## src/rtl/cache_refill_ctrl.sv

```systemverilog
// cache_refill_ctrl
//   Handles misses for a 4-way set-associative cache. It picks a victim way,
//   writes the victim back to DFP memory if it is dirty, and fetches the
//   missing line. It then installs the line in the data and tag arrays and
//   issues the LRU update for the filled way.
//
// Ports
//   clk, rst_n        clock; asynchronous active-low reset
//   miss_req/_addr    miss from the lookup stage; held with stable inputs
//                     until miss_ack
//   evict_way         PLRU victim for the indexed set
//   way_valid/_dirty  per-way valid and dirty bits of the indexed set
//   way_tag           per-way tags of the indexed set, way0 in the LSBs
//   miss_ack          one-cycle pulse once the line is installed
//   data_*            data array read/write port (read data is valid the
//                     cycle after data_rd_en)
//   meta_wr_en/_tag   tag write; the array sets valid=1, dirty=0
//   lru_update        one-cycle LRU write for data_set / lru_access_way
//   dfp_*             memory port; dfp_resp is a one-cycle completion
//
// Handshake: miss_req is sampled only in IDLE. The requester keeps it and
// the set-side inputs stable until the cycle of miss_ack. A miss_req that is
// still high in the IDLE cycle after miss_ack starts a new miss.
module cache_refill_ctrl #(
    parameter int ADDR_W = 32,
    parameter int LINE_W = 256,
    parameter int SET_W  = 4,
    parameter int OFS_W  = 5,
    parameter int TAG_W  = ADDR_W - SET_W - OFS_W
) (
    input  logic                 clk,
    input  logic                 rst_n,
    input  logic                 miss_req,
    input  logic [ADDR_W-1:0]    miss_addr,
    input  logic [1:0]           evict_way,
    input  logic [3:0]           way_valid,
    input  logic [3:0]           way_dirty,
    input  logic [4*TAG_W-1:0]   way_tag,
    output logic                 miss_ack,
    output logic                 data_rd_en,
    input  logic [LINE_W-1:0]    data_rdata,
    output logic                 data_wr_en,
    output logic [1:0]           data_way,
    output logic [SET_W-1:0]     data_set,
    output logic [LINE_W-1:0]    data_wdata,
    output logic                 meta_wr_en,
    output logic [TAG_W-1:0]     meta_tag,
    output logic                 lru_update,
    output logic [1:0]           lru_access_way,
    output logic [ADDR_W-1:0]    dfp_addr,
    output logic                 dfp_read,
    output logic                 dfp_write,
    output logic [LINE_W-1:0]    dfp_wdata,
    input  logic [LINE_W-1:0]    dfp_rdata,
    input  logic                 dfp_resp
);

    typedef enum logic [2:0] {
        S_IDLE      = 3'd0,
        S_RD_VICTIM = 3'd1,
        S_WB_LATCH  = 3'd2,
        S_WRITEBACK = 3'd3,
        S_FILL      = 3'd4,
        S_INSTALL   = 3'd5
    } state_t;

    state_t               state_q, state_d;
    logic [SET_W-1:0]     set_q, set_d;
    logic [TAG_W-1:0]     tag_q, tag_d;
    logic [TAG_W-1:0]     vtag_q, vtag_d;
    logic [1:0]           way_q, way_d;
    logic [LINE_W-1:0]    wb_buf_q, wb_buf_d;
    logic [LINE_W-1:0]    fill_buf_q, fill_buf_d;

    logic [1:0]           pick_way;
    logic                 pick_dirty;
    logic [TAG_W-1:0]     sel_tag;
    logic                 unused_ofs;

    // The line offset is implied zero on the memory side.
    assign unused_ofs = ^miss_addr[OFS_W-1:0];

    // An empty way is filled before anything is evicted. The lowest-index
    // invalid way wins. Only a full set falls back to the PLRU choice.
    always_comb begin
        pick_way = evict_way;
        casez (way_valid)
            4'b???0: pick_way = 2'd0;
            4'b??01: pick_way = 2'd1;
            4'b?011: pick_way = 2'd2;
            4'b0111: pick_way = 2'd3;
            default: pick_way = evict_way;
        endcase
        pick_dirty = way_valid[pick_way] & way_dirty[pick_way];
    end

    // Tag of the latched way. It is used to build the writeback address.
    always_comb begin
        sel_tag = way_tag[0 +: TAG_W];
        case (way_q)
            2'd0: sel_tag = way_tag[0*TAG_W +: TAG_W];
            2'd1: sel_tag = way_tag[1*TAG_W +: TAG_W];
            2'd2: sel_tag = way_tag[2*TAG_W +: TAG_W];
            2'd3: sel_tag = way_tag[3*TAG_W +: TAG_W];
            default: sel_tag = way_tag[0 +: TAG_W];
        endcase
    end

    // ---------------- FSM: state register ----------------
    always_ff @(posedge clk or negedge rst_n) begin
        if (!rst_n) begin
            state_q <= S_IDLE;
        end else begin
            state_q <= state_d;
        end
    end

    // ---------------- FSM: next state ----------------
    always_comb begin
        state_d = state_q;
        case (state_q)
            S_IDLE: begin
                if (miss_req) begin
                    state_d = pick_dirty ? S_RD_VICTIM : S_FILL;
                end
            end
            S_RD_VICTIM: state_d = S_WB_LATCH;
            S_WB_LATCH:  state_d = S_WRITEBACK;
            S_WRITEBACK: if (dfp_resp) state_d = S_FILL;
            S_FILL:      if (dfp_resp) state_d = S_INSTALL;
            S_INSTALL:   state_d = S_IDLE;
            default:     state_d = S_IDLE;
        endcase
    end

    // ---------------- datapath registers ----------------
    always_comb begin
        set_d      = set_q;
        tag_d      = tag_q;
        vtag_d     = vtag_q;
        way_d      = way_q;
        wb_buf_d   = wb_buf_q;
        fill_buf_d = fill_buf_q;
        case (state_q)
            S_IDLE: begin
                if (miss_req) begin
                    set_d = miss_addr[OFS_W +: SET_W];
                    tag_d = miss_addr[ADDR_W-1 -: TAG_W];
                    way_d = pick_way;
                end
            end
            S_RD_VICTIM: vtag_d   = sel_tag;
            S_WB_LATCH:  wb_buf_d = data_rdata;
            S_FILL:      if (dfp_resp) fill_buf_d = dfp_rdata;
            default: ;
        endcase
    end

    always_ff @(posedge clk or negedge rst_n) begin
        if (!rst_n) begin
            set_q      <= '0;
            tag_q      <= '0;
            vtag_q     <= '0;
            way_q      <= '0;
            wb_buf_q   <= '0;
            fill_buf_q <= '0;
        end else begin
            set_q      <= set_d;
            tag_q      <= tag_d;
            vtag_q     <= vtag_d;
            way_q      <= way_d;
            wb_buf_q   <= wb_buf_d;
            fill_buf_q <= fill_buf_d;
        end
    end

    // ---------------- FSM: outputs ----------------
    // Strobes decode straight from state_q. An asynchronous reset therefore
    // drops dfp_read/dfp_write in the same instant the state returns to IDLE.
    always_comb begin
        data_rd_en     = (state_q == S_RD_VICTIM);
        dfp_write      = (state_q == S_WRITEBACK);
        dfp_read       = (state_q == S_FILL);
        miss_ack       = (state_q == S_INSTALL);
        data_wr_en     = (state_q == S_INSTALL);
        meta_wr_en     = (state_q == S_INSTALL);
        lru_update     = (state_q == S_INSTALL);
        data_way       = way_q;
        data_set       = set_q;
        lru_access_way = way_q;
        meta_tag       = tag_q;
        data_wdata     = fill_buf_q;
        dfp_wdata      = wb_buf_q;
        if (state_q == S_WRITEBACK) begin
            dfp_addr = {vtag_q, set_q, {OFS_W{1'b0}}};
        end else begin
            dfp_addr = {tag_q, set_q, {OFS_W{1'b0}}};
        end
    end

endmodule
```

## config.mk

```make
export PLATFORM = sky130hd
export DESIGN_NAME = cache_refill_ctrl
export DESIGN_NICKNAME = d
export VERILOG_FILES = /design/src/rtl/cache_refill_ctrl.sv
export SDC_FILE = /design/constraint.sdc
export NUM_CORES = 1
export LEC_CHECK = 0
export CAP_MARGIN = 20
export CORE_AREA = 2 2 482 484
export CTS_CLUSTER_DIAMETER = 60
export CTS_CLUSTER_SIZE = 28
export DETAILED_ROUTE_END_ITERATION = 6
export DIE_AREA = 0 0 484 486
export PLACE_DENSITY = 0.36
export SYNTH_ARGS = -nofsm -noshare
export SYNTH_HDL_FRONTEND = slang
export SYNTH_SLANG_ARGS = --single-unit
```

## constraint.sdc

```tcl
create_clock -name clk -period 2.17 [get_ports clk]
set_clock_uncertainty 0.15 [all_clocks]
set_input_delay 0.434 -clock clk [delete_from_list [all_inputs] [get_ports clk]]
set_output_delay 0.434 -clock clk [all_outputs]
set_load 0.05 [all_outputs]
```

==> results by group <==
Detailed routing
  • First drt pass iteration count: 4
  • DRT antenna net count: 0
  • Vias/cell: 3.03
  • DRT iter0 DRCs: 477
  • DR vias: 17600
  • Wire per inst: 28.1 um
  • WL final: 162000 um
  • DRC Markers: 0

Worst setup path
  • Launching point of the worst reg2reg path: state_q[2]
  • CP startpoint kind: flop
  • Cell Chain, Critical Path: nor2b_4 > nand2_4 > buf_16 > mux2_2 > buf_12
  • Slowest stage delay, CP: 380 ps
  • Crit. End Element: primary output
  • R2R depth: 8
  • Slowest cell on crit path: dfrtp_1
  • CP Launch Point: state_q[0]
  • CP Class: reg2out
  • WP data arrival: 2090 ps
  • CP Max Fanout: 6
  • Worst EP required: 1590 ps

Logic synthesis
  • Netlist cell types: 29
  • Avg Cell Area, Syn: 18.1 sq um
  • Yosys top cell area share: 60.3%
  • Synth area leaders: dfrtp_1, mux2_4, mux2_2
  • Cells after Synth: 1301
  • Xor and xnor area share after synthesis: 0%
  • Synthesized flop and latch total: 567
  • Post-synthesis compound-gate area fraction: 0.229%
  • Synth Cell Area: 23500 sq um
  • Multiplexer area fraction after synthesis: 34.5%
  • Sequential cell area fraction in the yosys report: 60.3%
  • Largest family of logic cells by synthesized area: multiplexers
  • Post-Synth Simple-Gate Area: 0.484%
  • Synth Warn #: 0
  • Area leader, netlist: dfrtp_1
  • Post-Synth Adder-Cell Area: 0%

Global routing
  • Largest net degree at the start of global routing: 53
  • Vias in the first global route: 19100
  • Grt total ovfl: 0
  • GRT Overall Usage: 13.1%
  • Initial antenna violation count: 125
  • First-pass GRT wire length: 203000 um

Pwr
  • Leak: 18.3 nW
  • Max VDD drop: 1010 uV
  • Overall power: 87.2 mW
  • Power Dens Cells: 1990 nW/um^2

STA
  • Slew margin rel.: 63.7%
  • Min Tclk post-route: 2670 ps
  • Peak Freq: 374 MHz
  • Setup violators final: 75
  • Least-Margin Pin Slew: 544 ps
  • Post-route setup slack: -502 ps
  • Final worst path period share: 123%
  • Slew Viols, Final: 0
  • Hold_ws: 144 ps
  • Final Hold Viols: 0
  • RSZ-0062 raised after global routing: yes

Finish
  • Final Instance Area: 43800 sq um
  • Commonest cells after routing, fill and taps aside: clkdlybuf4s50_1, dfrtp_1, buf_4
  • Commonest non-fill, non-tap cell in the layout: clkdlybuf4s50_1
  • Share of layout cells above drive strength 1: 54.9%
  • Fillers: 24900
  • Area Growth Syn to Fin: 86.0%
  • NumNets Final: 3316

CTS
  • Inserted Clock Buffers: 90
  • Clk Tree Root Cell: clkbuf_16
  • Clk slew on worst S/H paths: 60 ps
  • Clock latency on the worst-skew pair: 710 ps
  • Sink Count: 567
  • CTS tree: yes
  • Max Buffers Root-to-Sink: 3
  • Clock H-tree levels: 3

Place
  • Placed instance area: 39100 sq um
  • Gp weighted congestion: 0.798
  • PortBufs: 1221
  • HPWL after DPL: 135000 um

Floorplan
  • Die W: 484 um
  • Die area: 235000 sq um
  • Initial Utilization: 10.3%
  • I/O pins: 1232
  • Row Count: 176
  • Die Y: 486 um
  • CORE AREA: 229000 sq um

Status
  • Violated checks: setup timing
  • Status: finished with violations

Worst hold path
  • Worst hold path type: in2async

Job
  • Max-cap violations: 0
[power by group]
group          switching, mW  total [mW]  internal (mW)
registers               3.86        20.0           16.2
logic                   32.0        51.3           19.3
clock network           6.35        15.8           9.47
[critical path, delay by kind of cell, from the launching register on]
| kind | cells | cell delay [ps] |
|---|---|---|
| simple gates | 2 | 290 |
| flops | 1 | 380 |
| mux | 1 | 380 |
| buf+inv | 2 | 320 |
[flip-flops by register name, summed over array words and instances (netlist names)]
signal and flops:
data_set 4, dfp_wdata 256, data_way 2, data_wdata 256, meta_tag 23, state_q 3, vtag_q 23
[cell families after synthesis]
logic type / after synthesis
buffers and inverters: 91
other: 1
muxes: 613
DFF: 567
AOI/OAI and AO/OA: 7
and+or+nand+nor: 22
[layer usage]
metal / wire, um / global-route usage (%) / part of all wire [%] / up-vias
met5: 527 / 0 / 0.32 / -
li1: - / - / - / 7436
met2: 73700 / 21.1 / 45 / 1022
met3: 23700 / 8.59 / 15 / 264
met1: 60500 / 14.4 / 37 / 8757
met4: 4030 / 2.93 / 2.5 / 78
[synth_stat cells]
library cell and instances:
dfrtp_1 567, mux2_2 327, mux2_4 259, buf_6 31, mux4_2 23, buf_12 22, buf_4 20, nand2_1 9
buf_2 8, inv_1 4, mux2i_1 4, nor2b_1 4, buf_8 3, clkbuf_1 3, nor2_1 2, nor3_1 2
a21o_1 1, a21oi_1 1, a31oi_1 1, a32o_1 1, and2_1 1, and3_1 1, and3_4 1, conb_1 1
nor2_2 1, nor3b_1 1, o221ai_1 1, o31a_1 1, o31ai_1 1
[path summary, 6_finish.rpt]
check,slack [ps],end
max reg2reg,-70,dfp_wdata[193]
min reg2reg,350,data_wdata[25]
max in group asynchronous,920,data_wdata[237]
min in group clk,150,dfp_wdata[64]
max,-500,dfp_addr[20]
min,140,dfp_wdata[178]
[cell type report]
cell class	instances	area, sq um	area share [%]
Clock inverter	65	877	2.00
Antenna cell	19	47.5	0.109
Timing Repair Buffer	1356	13800	31.6
Inverter	4	17.5	0.0400
Clock buffer	102	2390	5.45
Tap cell	3026	3790	8.65
Sequential cell	567	14200	32.4
Multi-Input combinational cell	647	8630	19.7
[metrics by stage]
step	setup WS, ps	cells	utilization (%)	setup TNS (ps)
floorplan	9.19	1305	-	0
global placement	-230	5564	17.0	-33000
finish	-502	5786	19.1	-14150
detailed placement	-240	5564	17.0	-35360
global route	-609	5769	19.1	-19230
CTS	-591	5743	18.7	-15810
[repair_timing]
| item | CTS | global route |
|---|---|---|
| resized for setup | 557 | 105 |
| hold buffers | 1 | 0 |
| setup buffers | 7 | 9 |
| endpoints found under the setup margin | 206 | 173 |
| pin swaps | 3 | 3 |
| endpoints found under the hold margin | 325 | 0 |
| gates cloned | 4 | 15 |
(Power assumes the default switching activity.)
